`src/rtl/ps2_codes_pkg.sv`:
```
// Shared PS/2 set-2 constants, decoder state encoding and event-entry layout.
package ps2_codes_pkg;

    // Prefix and keyboard status bytes
    localparam logic [7:0] PS2_EXT     = 8'hE0;
    localparam logic [7:0] PS2_BRK     = 8'hF0;
    localparam logic [7:0] PS2_BAT_OK  = 8'hAA;
    localparam logic [7:0] PS2_ACK     = 8'hFA;
    localparam logic [7:0] PS2_RESEND  = 8'hFE;
    localparam logic [7:0] PS2_ECHO    = 8'hEE;
    localparam logic [7:0] PS2_ERR0    = 8'h00;
    localparam logic [7:0] PS2_ERR1    = 8'hFF;

    // Decoder states: which prefixes have been seen for the event in progress
    typedef enum logic [1:0] {
        DEC_IDLE    = 2'd0,
        DEC_EXT     = 2'd1,
        DEC_BRK     = 2'd2,
        DEC_EXT_BRK = 2'd3
    } dec_state_e;

    // Event entry {code, ext, brk, repeat}
    localparam int unsigned EV_REPEAT_BIT = 0;
    localparam int unsigned EV_BRK_BIT    = 1;
    localparam int unsigned EV_EXT_BIT    = 2;
    localparam int unsigned EV_CODE_LSB   = 3;
    localparam int unsigned EV_CODE_W     = 8;
    localparam int unsigned EV_WIDTH      = 11;

    typedef struct packed {
        logic [7:0] code;
        logic       ext;
        logic       brk;
        logic       rpt;
    } ps2_event_t;

    // Bytes the keyboard sends that are not keystrokes
    function automatic logic is_status_byte(input logic [7:0] b);
        return (b == PS2_BAT_OK) || (b == PS2_ACK)  || (b == PS2_RESEND) ||
               (b == PS2_ECHO)   || (b == PS2_ERR0) || (b == PS2_ERR1);
    endfunction

endpackage

```
`src/rtl/ps2_event_fifo.sv`:
```
// Synchronous first-word-fall-through FIFO with sticky overflow flag.
//   CLOCK_50/reset : clock, synchronous active-high reset
//   wr_en/wr_data  : push; dropped (and overflow set) when full without a pop
//   rd_en/rd_data  : pop head / head word, valid whenever empty=0
//   full/empty     : occupancy flags
//   overflow       : sticky drop flag, cleared by overflow_clr (new drop wins)
module ps2_event_fifo #(
    parameter int unsigned WIDTH = 11,
    parameter int unsigned DEPTH = 8
) (
    input  logic             CLOCK_50,
    input  logic             reset,
    input  logic             wr_en,
    input  logic [WIDTH-1:0] wr_data,
    input  logic             rd_en,
    output logic [WIDTH-1:0] rd_data,
    output logic             full,
    output logic             empty,
    output logic             overflow,
    input  logic             overflow_clr
);

    localparam int unsigned AW = $clog2(DEPTH);
    localparam int unsigned CW = AW + 1;

    logic [WIDTH-1:0] mem [DEPTH];
    logic [AW-1:0]    wr_ptr;
    logic [AW-1:0]    rd_ptr;
    logic [CW-1:0]    count;
    logic             do_pop_c;
    logic             do_push_c;

    assign empty    = (count == '0);
    assign full     = (count == CW'(DEPTH));
    assign rd_data  = mem[rd_ptr];

    // A pop frees the slot the simultaneous push will use, so full+pop+push is legal
    assign do_pop_c  = rd_en && !empty;
    assign do_push_c = wr_en && (!full || do_pop_c);

    // Storage needs no reset; only pointers and count define contents
    always_ff @(posedge CLOCK_50) begin
        if (do_push_c) mem[wr_ptr] <= wr_data;
    end

    // Pointers, occupancy and sticky overflow
    always_ff @(posedge CLOCK_50) begin
        if (reset) begin
            wr_ptr   <= '0;
            rd_ptr   <= '0;
            count    <= '0;
            overflow <= 1'b0;
        end else begin
            if (do_push_c) wr_ptr <= wr_ptr + AW'(1);
            if (do_pop_c)  rd_ptr <= rd_ptr + AW'(1);
            count <= count + CW'(do_push_c) - CW'(do_pop_c);
            if (wr_en && !do_push_c) overflow <= 1'b1;
            else if (overflow_clr)   overflow <= 1'b0;
        end
    end

endmodule

```
`src/rtl/ps2_key_tracker.sv`:
```
// PS/2 set-2 byte stream to make/break events, per-key held state and event FIFO.
//   CLOCK_50/reset                    : clock, synchronous active-high reset
//   ps2_key_data/ps2_key_pressed      : received byte and its one-cycle strobe
//   key_held/key_down_pulse/key_up_pulse : per tracked key state and edges
//   event_valid/code/ext/break/repeat : FIFO head, event_rd pops it
//   last_code                         : code of the latest completed event
//   fifo_overflow/overflow_clr        : sticky dropped-event flag and its clear
module ps2_key_tracker
    import ps2_codes_pkg::*;
#(
    parameter int unsigned              NUM_KEYS   = 4,
    parameter logic [NUM_KEYS*9-1:0]    KEY_CODES  = {9'h1_75, 9'h0_1D, 9'h0_29, 9'h0_76},
    parameter int unsigned              FIFO_DEPTH = 8
) (
    input  logic                CLOCK_50,
    input  logic                reset,
    input  logic [7:0]          ps2_key_data,
    input  logic                ps2_key_pressed,
    output logic [NUM_KEYS-1:0] key_held,
    output logic [NUM_KEYS-1:0] key_down_pulse,
    output logic [NUM_KEYS-1:0] key_up_pulse,
    output logic                event_valid,
    output logic [7:0]          event_code,
    output logic                event_ext,
    output logic                event_break,
    output logic                event_repeat,
    input  logic                event_rd,
    output logic [7:0]          last_code,
    output logic                fifo_overflow,
    input  logic                overflow_clr
);

    dec_state_e            state;
    dec_state_e            next_state;
    logic                  done_c;
    logic                  done_ext_c;
    logic                  done_brk_c;
    logic [NUM_KEYS-1:0]   match_c;
    logic                  repeat_c;
    ps2_event_t            push_ev_c;
    logic [EV_WIDTH-1:0]   fifo_dout;
    logic                  fifo_full;
    logic                  fifo_empty;

    // Decoder state register
    always_ff @(posedge CLOCK_50) begin
        if (reset) state <= DEC_IDLE;
        else       state <= next_state;
    end

    // Prefix decoding; done_c marks the byte that completes an event
    always_comb begin
        next_state = state;
        done_c     = 1'b0;
        done_ext_c = 1'b0;
        done_brk_c = 1'b0;
        if (ps2_key_pressed) begin
            case (state)
                DEC_IDLE: begin
                    if (ps2_key_data == PS2_EXT)          next_state = DEC_EXT;
                    else if (ps2_key_data == PS2_BRK)     next_state = DEC_BRK;
                    else if (!is_status_byte(ps2_key_data)) done_c = 1'b1;
                end
                DEC_EXT: begin
                    if (ps2_key_data == PS2_BRK) begin
                        next_state = DEC_EXT_BRK;
                    end else if (ps2_key_data != PS2_EXT) begin
                        next_state = DEC_IDLE;
                        done_c     = 1'b1;
                        done_ext_c = 1'b1;
                    end
                end
                DEC_BRK: begin
                    // A second prefix after F0 is a protocol error: drop silently
                    next_state = DEC_IDLE;
                    if (ps2_key_data != PS2_EXT && ps2_key_data != PS2_BRK) begin
                        done_c     = 1'b1;
                        done_brk_c = 1'b1;
                    end
                end
                DEC_EXT_BRK: begin
                    next_state = DEC_IDLE;
                    if (ps2_key_data != PS2_EXT && ps2_key_data != PS2_BRK) begin
                        done_c     = 1'b1;
                        done_ext_c = 1'b1;
                        done_brk_c = 1'b1;
                    end
                end
                default: next_state = DEC_IDLE;
            endcase
        end
    end

    // Tracked-key match and repeat detection for the completing event
    always_comb begin
        match_c = '0;
        for (int unsigned i = 0; i < NUM_KEYS; i++) begin
            match_c[i] = done_c && (KEY_CODES[9*i +: 9] == {done_ext_c, ps2_key_data});
        end
        repeat_c       = !done_brk_c && (|(match_c & key_held));
        push_ev_c.code = ps2_key_data;
        push_ev_c.ext  = done_ext_c;
        push_ev_c.brk  = done_brk_c;
        push_ev_c.rpt  = repeat_c;
    end

    // Held bits, edge pulses and last completed code
    always_ff @(posedge CLOCK_50) begin
        if (reset) begin
            key_held       <= '0;
            key_down_pulse <= '0;
            key_up_pulse   <= '0;
            last_code      <= '0;
        end else begin
            key_down_pulse <= '0;
            key_up_pulse   <= '0;
            if (done_c) last_code <= ps2_key_data;
            for (int unsigned i = 0; i < NUM_KEYS; i++) begin
                if (match_c[i]) begin
                    if (done_brk_c) begin
                        key_held[i]     <= 1'b0;
                        key_up_pulse[i] <= key_held[i];
                    end else if (!key_held[i]) begin
                        key_held[i]       <= 1'b1;
                        key_down_pulse[i] <= 1'b1;
                    end
                end
            end
        end
    end

    ps2_event_fifo #(
        .WIDTH (EV_WIDTH),
        .DEPTH (FIFO_DEPTH)
    ) u_event_fifo (
        .CLOCK_50     (CLOCK_50),
        .reset        (reset),
        .wr_en        (done_c),
        .wr_data      (push_ev_c),
        .rd_en        (event_rd),
        .rd_data      (fifo_dout),
        .full         (fifo_full),
        .empty        (fifo_empty),
        .overflow     (fifo_overflow),
        .overflow_clr (overflow_clr)
    );

    // Head fields read as zero while the FIFO is empty
    assign event_valid  = !fifo_empty;
    assign event_code   = fifo_empty ? 8'h00 : fifo_dout[EV_CODE_LSB +: EV_CODE_W];
    assign event_ext    = !fifo_empty && fifo_dout[EV_EXT_BIT];
    assign event_break  = !fifo_empty && fifo_dout[EV_BRK_BIT];
    assign event_repeat = !fifo_empty && fifo_dout[EV_REPEAT_BIT];

    a_fifo_flags: assert property (@(posedge CLOCK_50) disable iff (reset) !(fifo_full && fifo_empty));

endmodule
```
`config.mk`:
```
export PLATFORM = sky130hd
export DESIGN_NAME = ps2_key_tracker
export DESIGN_NICKNAME = d
export VERILOG_FILES = /design/src/rtl/ps2_codes_pkg.sv /design/src/rtl/ps2_event_fifo.sv /design/src/rtl/ps2_key_tracker.sv
export SDC_FILE = /design/constraint.sdc
export NUM_CORES = 1
export LEC_CHECK = 0
export CAP_MARGIN = 20
export CORE_MARGIN = 4
export CORE_UTILIZATION = 59
export CTS_BUF_LIST = sky130_fd_sc_hd__clkbuf_4 sky130_fd_sc_hd__clkbuf_8
export DETAILED_ROUTE_END_ITERATION = 12
export PLACE_DENSITY = 0.81
export SLEW_MARGIN = 20
export SYNTH_ARGS = -nofsm -noshare
export SYNTH_HDL_FRONTEND = slang
export SYNTH_SLANG_ARGS = --single-unit
```
`constraint.sdc`:
```
create_clock -name CLOCK_50 -period 3.9 [get_ports CLOCK_50]
set_clock_uncertainty 0.05 [all_clocks]
set_input_delay 0.78 -clock CLOCK_50 [delete_from_list [all_inputs] [get_ports CLOCK_50]]
set_output_delay 0.78 -clock CLOCK_50 [all_outputs]
set_load 0.02 [all_outputs]
```
# After elaboration in Yosys (flattened, before gate mapping)

Memory sizes are Yosys's and may differ from the RTL's. A register that Yosys moved wholly into a read port is not among the register bits.
Cells that the tools add are included.

Flip-flop bits (word level): 33
Bits in writable memories: 88
Input port bits: 13
Output and inout port bits: 33
Logic and storage cells: 114
Memories kept: 1

Add/subtract/negate cells: 4
Eq/ne operators: 19
Multiplexer cells: 29
Bitwise gates (word level): 6
Reductions and logical operators: 37

Memories:

| name             | depth | width | rd ports | clocked after Yosys merged registers in | write ports | line                 | text |
|---|---|---|---|---|---|---|---|
| u_event_fifo.mem | 8     | 11    | 1        | 1                                       | 1           | ps2_event_fifo.sv:26 | `logic [WIDTH-1:0] mem [DEPTH];` |

Operator list:

| cell                                          | count |
|---|---|
| == test 8 bit (second input constant)         | 7 |
| OR reduction 3 bit                            | 8 |
| two-way mux 1 bit                             | 19 |
| != test 8 bit (second input constant)         | 2 |
| logical AND 1 bit                             | 12 |
| == test 5 x 9 -> 1 bit (first input constant) | 1 |
| == test 6 x 9 -> 1 bit (first input constant) | 1 |
| == test 7 x 9 -> 1 bit (first input constant) | 1 |
| == test 9 bit (first input constant)          | 1 |
| logical NOT 8 bit                             | 1 |
| two-way mux 2 bit                             | 4 |
| two-way mux 8 bit                             | 1 |
| adder 3 x 1 -> 3 bit (second input constant)  | 2 |
| logical OR 1 bit                              | 6 |
| two-way mux 3 bit                             | 2 |
| != test 3 bit (second input constant)         | 2 |
| one-hot mux 2 bit (3 select lines)            | 1 |
| NOT 1 bit                                     | 5 |
| adder 4 x 1 -> 4 bit                          | 1 |
| AND 4 bit                                     | 1 |
| == test 2 bit (second input constant)         | 2 |
| == test 4 bit (second input constant)         | 1 |
| logical NOT 1 bit                             | 4 |
| logical NOT 4 bit                             | 1 |
| other kinds (9)                               | 9 |

# Longest topological paths before layout

Gate-level depths: netlist of run 1.

Depth in word-level cells: 15
Mapped depth: 13
Depth with buffers taken out: 13

# Modules after synthesis

A second synthesis of run 1 with hierarchy kept.

Cell total of the unflattened synthesis: 360
Area total of the unflattened synthesis: 5338.9 µm²

Modules (own cells, without submodules):

| module          | times used | cells each | area an instance (µm²) | sequential area each (µm²) |
|---|---|---|---|---|
| ps2_event_fifo  | 1          | 223        | 4112.7                 | 2922.8 |
| ps2_key_tracker | 1          | 137        | 1226.2                 | 440.4 |

# Worst setup path after synthesis of run 1

OpenSTA, ideal clock, no wires.

Path type: input-to-reg
From: input ps2_key_data[4]
To: memory u_event_fifo.mem[0][0] (enable)
Setup time: 0.412 ns
Data arrival time: 2.908 ns
Data required time: 3.438 ns
Path slack: 0.530 ns
Cell stages on the path: 7
Path buffers: 3
Path through: buf_6 > nand2b_1 > a31oi_1 > o21ai_2 > buf_6 > buf_2 > nor4b_1

Longest elaborated chain between the ends: 14
Elaborated cells between the ends (all ways): 27
Those cells by class: eq/ne (9); mux (10); reduce/logical (8)

RTL lines:

| item                                      | line                  | text |
|---|---|---|
| start: declaration                        | ps2_key_tracker.sv:17 | `input logic [7:0] ps2_key_data,` |
| == test 8 bit                             | ps2_codes_pkg.sv:39   | `return (b == PS2_BAT_OK) \|\| (b == PS2_ACK) \|\| (b == PS2_RESEND) \|\|` |
| logical OR 1 bit (3 in a row)             | ps2_codes_pkg.sv:39   |  |
| logical OR 1 bit (2 in a row)             | ps2_codes_pkg.sv:40   | `(b == PS2_ECHO) \|\| (b == PS2_ERR0) \|\| (b == PS2_ERR1);` |
| two-way mux 1 bit                         | ps2_key_tracker.sv:62 | `else if (!is_status_byte(ps2_key_data)) done_c = 1'b1;` |
| two-way mux 1 bit                         | ps2_key_tracker.sv:61 | `else if (ps2_key_data == PS2_BRK) next_state = DEC_BRK;` |
| two-way mux 1 bit                         | ps2_key_tracker.sv:60 | `if (ps2_key_data == PS2_EXT) next_state = DEC_EXT;` |
| one-hot mux 1 bit (3 select lines) *      | ps2_key_tracker.sv:58 | `case (state)` |
| two-way mux 1 bit *                       | ps2_key_tracker.sv:57 | `if (ps2_key_pressed) begin` |
| logical AND 1 bit *                       | ps2_event_fifo.sv:39  | `assign do_push_c = wr_en && (!full \|\| do_pop_c);` |
| two-way mux 1 bit *                       | ps2_event_fifo.sv:43  | `if (do_push_c) mem[wr_ptr] <= wr_data;` |
| two-way mux 1 bit (implied by the code) * | ps2_event_fifo.sv:43  |  |
| end: declaration                          | ps2_event_fifo.sv:26  |  |

Every way passes the cells marked *; elsewhere a longest branch is shown, timed or not.

==> run_results.csv, run 1 <==
group,metric,value,unit
final_layout,nNetsFinal,433,
grt,met1_usage,30.1,%
worst_setup_path,crit_chain,"buf_4 > mux4_2 > mux2i_1 > nor2_1 > clkdlybuf4s50_1",
timing,period_share,85.2,%
worst_setup_path,crit_required,3070,ps
pwr,peakVddDrop,0.348,mV
clocking,postCtsSetupBuffers,0,
timing,fmax,0.301,GHz
synth,netlist_area,0.00509,mm^2
grt,grt_pass1_vias,3152,
clocking,clk_pin_slew_worst_paths,70,ps
outcome,status,"finished clean",
pwr,pwr-share-comb,27.2,%
pwr,power.total,3.50,mW
detailed_routing,remaining_drc_errors,0,
floorplan,fp.dieH,101,um
floorplan,die_area,0.0102,mm^2
grt,grt_use_met3,5.81,%
timing,worstMarginPinSlew,771,ps
detailed_routing,viasPerCell,5.87,
worst_setup_path,worstSetupPathType,"reg2out",
synth,post_synth.cell_area_avg,14.9,um^2
synth,synth-seq-cells,124,
clocking,clk_latency,420,ps
clocking,cts_made_buffers,17,
detailed_routing,drt_first_pass_iters,4,
worst_setup_path,worstSetupEndpointType,"output port",
pwr,power_switching,1.04,mW
final_layout,final_cell_mix,"edfxtp_1 (88), clkdlybuf4s50_1 (45), dfxtp_1 (36)",
placement,portBuffers,45,
floorplan,die_w,101,um
grt,busiest_layer,"met2",
clocking,clock_sink_count,124,
clocking,cts.path.max_buffers,2,
timing,max_slew_margin,48.6,%
clocking,cts_hold_buf,0,
floorplan,fp-row-count,33,
final_layout,multi_input_area,0.00162,mm^2
final_layout,drive_gt1_share,20.8,%
detailed_routing,ant_nets,0,
pwr,clkPwrFrac,28.7,%
worst_setup_path,critPathSlowestCell,"mux4_2",
timing,setup-violations-final,0,
clocking,cts-resized-gates,0,
final_layout,seqCellArea,0.00336,mm^2
grt,grt_pass1_wl,17000,um
grt,grt_use_met2,36.9,%
clocking,cts_root_buf,"clkbuf_8",
worst_setup_path,critPathTopFamily,"buffers and inverters",
pwr,p_int,2.47,mW
detailed_routing,num_vias,3103,
grt,antenna_found_initial,0,
placement,post-dp-hpwl,6880,um
synth,synth_edf_count,88,
worst_setup_path,cp.buffers_inverters,2,
final_layout,area_growth,20.6,%
timing,fin_tns_setup,0,ps
final_layout,layout_commonest_cell,"edfxtp_1",
final_layout,insertedDiodeCount,0,
floorplan,coreArea,0.00830,mm^2
clocking,ctsHtreeMaxLevel,4,
floorplan,start_util,61.4,%
worst_setup_path,start_kind,"flop",
detailed_routing,avgRoutedWirePerCell,19.8,um
synth,seq_area_frac_synth,66.0,%
synth,syn_inst,341,
detailed_routing,first_iter_violations,199,
synth,syn_nets,363,
floorplan,ios,46,
timing,hold_viol,0,
pwr,power.density,570,mW/mm^2
clocking,cts_tree,"yes",
run,maxCapViolCount,0,
worst_setup_path,r2r_slack,1090,ps
pwr,p_leak,2.08,nW
pwr,p_seq_share,44.1,%
grt,grt_overflow,0,
final_layout,fill_cells,546,
grt,grt_max_degree,23,
worst_hold_path,hp-class,"reg2reg",
timing,fin_crit,3320,ps
worst_setup_path,cp_max_fo,22,
detailed_routing,drt-total-wl,10500,um
timing,grt_setup_unrepaired,"false",
placement,gp_congestion,0.886,
synth,synth_top_flop_cell,"edfxtp_1",
synth,post_synth_num_cell_types,48,
timing,drv_slew,0,
pwr,p_sw_share,29.6,%
worst_setup_path,crit_arrival,2490,ps
synth,async_flop_share,0,%
worst_setup_path,cp_slowest_stage_delay,560,ps
grt,grtUsageTotal,22.8,%
synth,yosysWarnings,0,
-- synthesized netlist by cell type, types with 2 or more instances --
library cell  number  area, um^2
nand2_1            7        26.3
o21ai_0           10        50.1
clkbuf_1           8        30.0
o21a_1             2        15.0
mux2i_1           13         130
dfxtp_1           36         721
inv_1             15        56.3
or3_1              2        12.5
mux2_2             2        22.5
buf_6              2        22.5
buf_2              3        15.0
ha_1               8         100
nor2_1            25        93.8
mux4_2            22         495
xor2_1             3        26.3
nor4b_1            3        26.3
buf_1              2        7.51
edfxtp_1          88        2640
nor3_1             6        30.0
and2_1             2        12.5
xnor2_1            2        17.5
nand4_1            4        25.0
nor4bb_1           3        30.0
nor4_1             7        43.8
and4b_1            2        20.0
nand2b_1           7        43.8
nand3_1           17        85.1
nor2b_1            7        43.8
a21oi_1           14        70.1
-- cells by family after synthesis --
family	synth area share (%)
xor+xnor	0.860
buf+inv	2.58
mux	12.7
simple gates	11.5
compound gates	3.96
fa+ha+maj	2.36
flops	66.0
-- worst min-delay path, stage by stage (launching register included) --
cell and delay [ps]:
dfxtp_1 310, nand2_1 50, a21oi_1 70
-- state kept, by name (all words and copies together), names as in the netlist, named ones only --
name / cells
u_event_fifo.wr_ptr: 3
u_event_fifo.count: 4
key_down_pulse: 4
last_code: 8
key_up_pulse: 4
u_event_fifo.rd_ptr: 3
u_event_fifo.overflow: 1
state: 2
u_event_fifo.mem: 88
key_held: 4
-- routing by layer --
layer	routed length (um)	part of all wire, %
met1	4430	42
met2	5310	51
met3	605	5.8
met4	118	1.1
met5	0	0
-- per-stage QoR --
stage	hold slack, ps	util, %	cell area (um^2)	instances	setup slack (ps)
floorplan	404	-	5090	341	530
global placement	416	69.7	5780	497	430
detailed placement	408	69.7	5780	497	295
CTS	431	74.0	6140	529	484
global route	451	74.0	6140	529	371
finish	431	74.0	6140	529	576
-- cell type report --
| class | count | share of cell area, % |
|---|---|---|
| Clock buffer | 17 | 3.81 |
| Clock inverter | 15 | 2.06 |
| Inverter | 15 | 0.916 |
| Multi-Input combinational cell | 187 | 26.4 |
| Sequential cell | 124 | 54.7 |
| Tap cell | 105 | 2.14 |
| Timing Repair Buffer | 66 | 9.90 |
-- path summary, 6_finish.rpt --
kind                          startpoint                endpoint  depth (start not counted)
hold reg to reg   u_event_fifo.rd_ptr[1]  u_event_fifo.rd_ptr[1]                          2
setup / recovery                    flop           event_code[3]                          5
hold / removal    u_event_fifo.rd_ptr[1]  u_event_fifo.rd_ptr[1]                          2
setup reg to reg   u_event_fifo.count[2]   u_event_fifo.count[2]                         13
-- power groups by stage --
stage                     clock, mW  sequential [mW]  combinational, mW
after floorplan                   0             1.57              0.631
after global placement            0             1.57              0.947
after detailed placement          0             1.57              0.966
after CTS                      1.03             1.55              0.968
after global routing           1.10             1.55               1.05
final                          1.01             1.55              0.952
Note: power is estimated with default switching activity, not from simulation.
==> run 2: changes to the inputs <==
--- a/config.mk
+++ b/config.mk
@@ -6,10 +6,12 @@
 export NUM_CORES = 1
 export LEC_CHECK = 0
 export CAP_MARGIN = 20
+export CORE_ASPECT_RATIO = 0.8
 export CORE_MARGIN = 4
 export CORE_UTILIZATION = 59
 export CTS_BUF_LIST = sky130_fd_sc_hd__clkbuf_4 sky130_fd_sc_hd__clkbuf_8
 export DETAILED_ROUTE_END_ITERATION = 12
+export MAX_ROUTING_LAYER = met4
 export PLACE_DENSITY = 0.81
 export SLEW_MARGIN = 20
 export SYNTH_ARGS = -nofsm -noshare
==> run 2 against run 1 <==
Critical path depth unchanged. Clock-buffer cell count increased by 4. Register-to-register slack gained 60 ps. Critical endpoint is now event_code[2]. First-iteration DRC count is 35% higher. Core utilization decreased by 0.81 points. Sequential share of layout area shrank 0.35 points.
==> run_results.csv, run 2 (synthesized netlist as in run 1, its figures left out) <==
group,metric,value,unit
worst_setup_path,cp_max_fo,22,
final_layout,final_cell_mix,"edfxtp_1 (88), clkdlybuf4s50_1 (45), dfxtp_1 (36)",
placement,placed_cells_incl_taps,504,
worst_setup_path,cp_slowest_stage_delay,580,ps
pwr,pwr-share-comb,26.9,%
grt,met1_usage,30.0,%
grt,grtUsageTotal,23.1,%
final_layout,seqCellArea,0.00336,mm^2
final_layout,fin_area,0.00618,mm^2
timing,max_slew_margin,52.0,%
pwr,power_switching,1.03,mW
worst_hold_path,hold_start,"key_held[2]",
detailed_routing,drt-total-wl,10800,um
clocking,clock_sink_count,124,
worst_hold_path,min_path_cells,1,
final_layout,nNetsFinal,433,
clocking,cts_hold_buf,0,
detailed_routing,num_vias,3226,
timing,grt_setup_unrepaired,"false",
worst_setup_path,worstSetupPathType,"reg2out",
grt,busiest_layer,"met2",
placement,post-dp-hpwl,7350,um
clocking,cts_root_buf,"clkbuf_8",
grt,grt_use_met3,6.66,%
worst_setup_path,start_kind,"flop",
worst_setup_path,crit_chain,"buf_4 > mux4_2 > mux2i_1 > nor2_1 > clkdlybuf4s50_1",
worst_setup_path,critPathSlowestCell,"mux4_2",
worst_hold_path,hp-class,"reg2reg",
timing,fin_tns_setup,0,ps
clocking,ctsHtreeMaxLevel,4,
final_layout,largest_register_ffs,88,
final_layout,layout_commonest_cell,"edfxtp_1",
clocking,clk_latency,430,ps
detailed_routing,drt_first_pass_iters,5,
floorplan,coreArea,0.00845,mm^2
final_layout,fill_cells,534,
pwr,power.density,584,mW/mm^2
worst_setup_path,crit_arrival,2500,ps
worst_hold_path,hold_end,"key_down_pulse[2]",
pwr,p_sw_share,28.5,%
timing,fin_crit,3330,ps
timing,worstMarginPinSlew,709,ps
final_layout,layout.cells.non_filler,536,
pwr,clkPwrFrac,30.2,%
floorplan,fp-row-count,30,
clocking,postCtsSetupBuffers,0,
final_layout,insertedDiodeCount,0,
timing,period_share,85.3,%
pwr,peakVddDrop,0.321,mV
floorplan,ios,46,
clocking,cts.path.max_buffers,2,
pwr,p_int,2.58,mW
final_layout,area_growth,21.4,%
pwr,p_leak,2.10,nW
grt,grt_overflow,0,
detailed_routing,avgRoutedWirePerCell,20.1,um
grt,antenna_found_initial,0,
worst_setup_path,r2r_slack,1150,ps
detailed_routing,remaining_drc_errors,0,
detailed_routing,ant_nets,0,
grt,grt_pass1_wl,17400,um
worst_setup_path,reg2reg_from,"u_event_fifo.count[2]",
run,maxCapViolCount,0,
grt,grt_pass1_vias,3318,
grt,grt_max_degree,23,
clocking,cts_tree,"yes",
placement,gp_congestion,0.828,
floorplan,start_util,60.3,%
final_layout,top_regs,"u_event_fifo.mem (88), last_code (8)",
worst_setup_path,r2r_end,"u_event_fifo.count[2]",
worst_setup_path,crit_required,3070,ps
floorplan,die_w,112,um
final_layout,drive_gt1_share,21.2,%
grt,grt_use_met2,35.6,%
final_layout,final_util,73.2,%
clocking,clk_pin_slew_worst_paths,70,ps
timing,setup-violations-final,0,
floorplan,die_area,0.0102,mm^2
timing,fmax,0.300,GHz
final_layout,multi_input_area,0.00162,mm^2
pwr,p_seq_share,42.9,%
floorplan,fp.dieH,91.1,um
outcome,status,"finished clean",
detailed_routing,first_iter_violations,268,
timing,drv_slew,0,
worst_setup_path,worstSetupEndpointType,"output port",
final_layout,largest_register,"u_event_fifo.mem",
placement,placed_area,0.00579,mm^2
detailed_routing,viasPerCell,6.02,
clocking,cts_made_buffers,17,
placement,portBuffers,45,
worst_setup_path,reg2regPathDepth,13,
clocking,cts-resized-gates,0,
timing,hold_viol,0,
## run 2: changes by cell type in the layout (fill, tap and decap cells not counted), sizes merged
cell	change
bufinv	+1
clkinv	-8
inv	+3
clkbuf	+4
## run 2: worst max-delay path, delay by kind of cell (launching register included)
family	cells	cell delay (ps)
buffers and inverters	2	950
muxes	2	760
DFF	1	310
and+or+nand+nor	1	60
## run 2: worst max path at each step
stage	start	to	slack, ps	depth (start not counted)
4_1_cts	flop	event_code[2]	510	5
3_5_place_dp	ps2_key_data[2]	u_event_fifo.mem[2][2]	450	8
5_1_grt	flop	event_code[5]	310	5
6_report	flop	event_code[2]	570	5
2_1_floorplan	ps2_key_data[4]	u_event_fifo.mem[0][0]	530	7
3_3_place_gp	ps2_key_data[1]	u_event_fifo.mem[0][8]	520	6
## run 2: per-stage QoR
stage / hold slack [ps] / setup slack (ps) / power [mW]
4_1_cts: 411 / 506 / 3.65
3_5_place_dp: 399 / 448 / 2.56
5_1_grt: 454 / 307 / 3.80
2_1_floorplan: 404 / 530 / 2.20
6_report: 408 / 572 / 3.61
3_3_place_gp: 392 / 520 / 2.53
## run 2: area by class of cell
| class | count | share of cell area [%] |
|---|---|---|
| Clock buffer | 21 | 4.47 |
| Clock inverter | 11 | 1.86 |
| Inverter | 15 | 0.911 |
| Multi-Input combinational cell | 187 | 26.3 |
| Sequential cell | 124 | 54.4 |
| Tap cell | 112 | 2.27 |
| Timing Repair Buffer | 66 | 9.83 |
## run 2: layer usage
metal  up-vias  routed length (um)
li1       1450                   -
met1      1598                4440
met2       154                5360
met3        24                 834
met4         0                 158
met5         -                   0
## run 2: power by group through the flow
stage	logic (mW)	registers [mW]	clock network, mW
floorplan	0.631	1.57	0
global placement	0.961	1.57	0
detailed placement	0.983	1.57	0
CTS	0.987	1.55	1.11
global route	1.06	1.55	1.19
finish	0.972	1.55	1.09
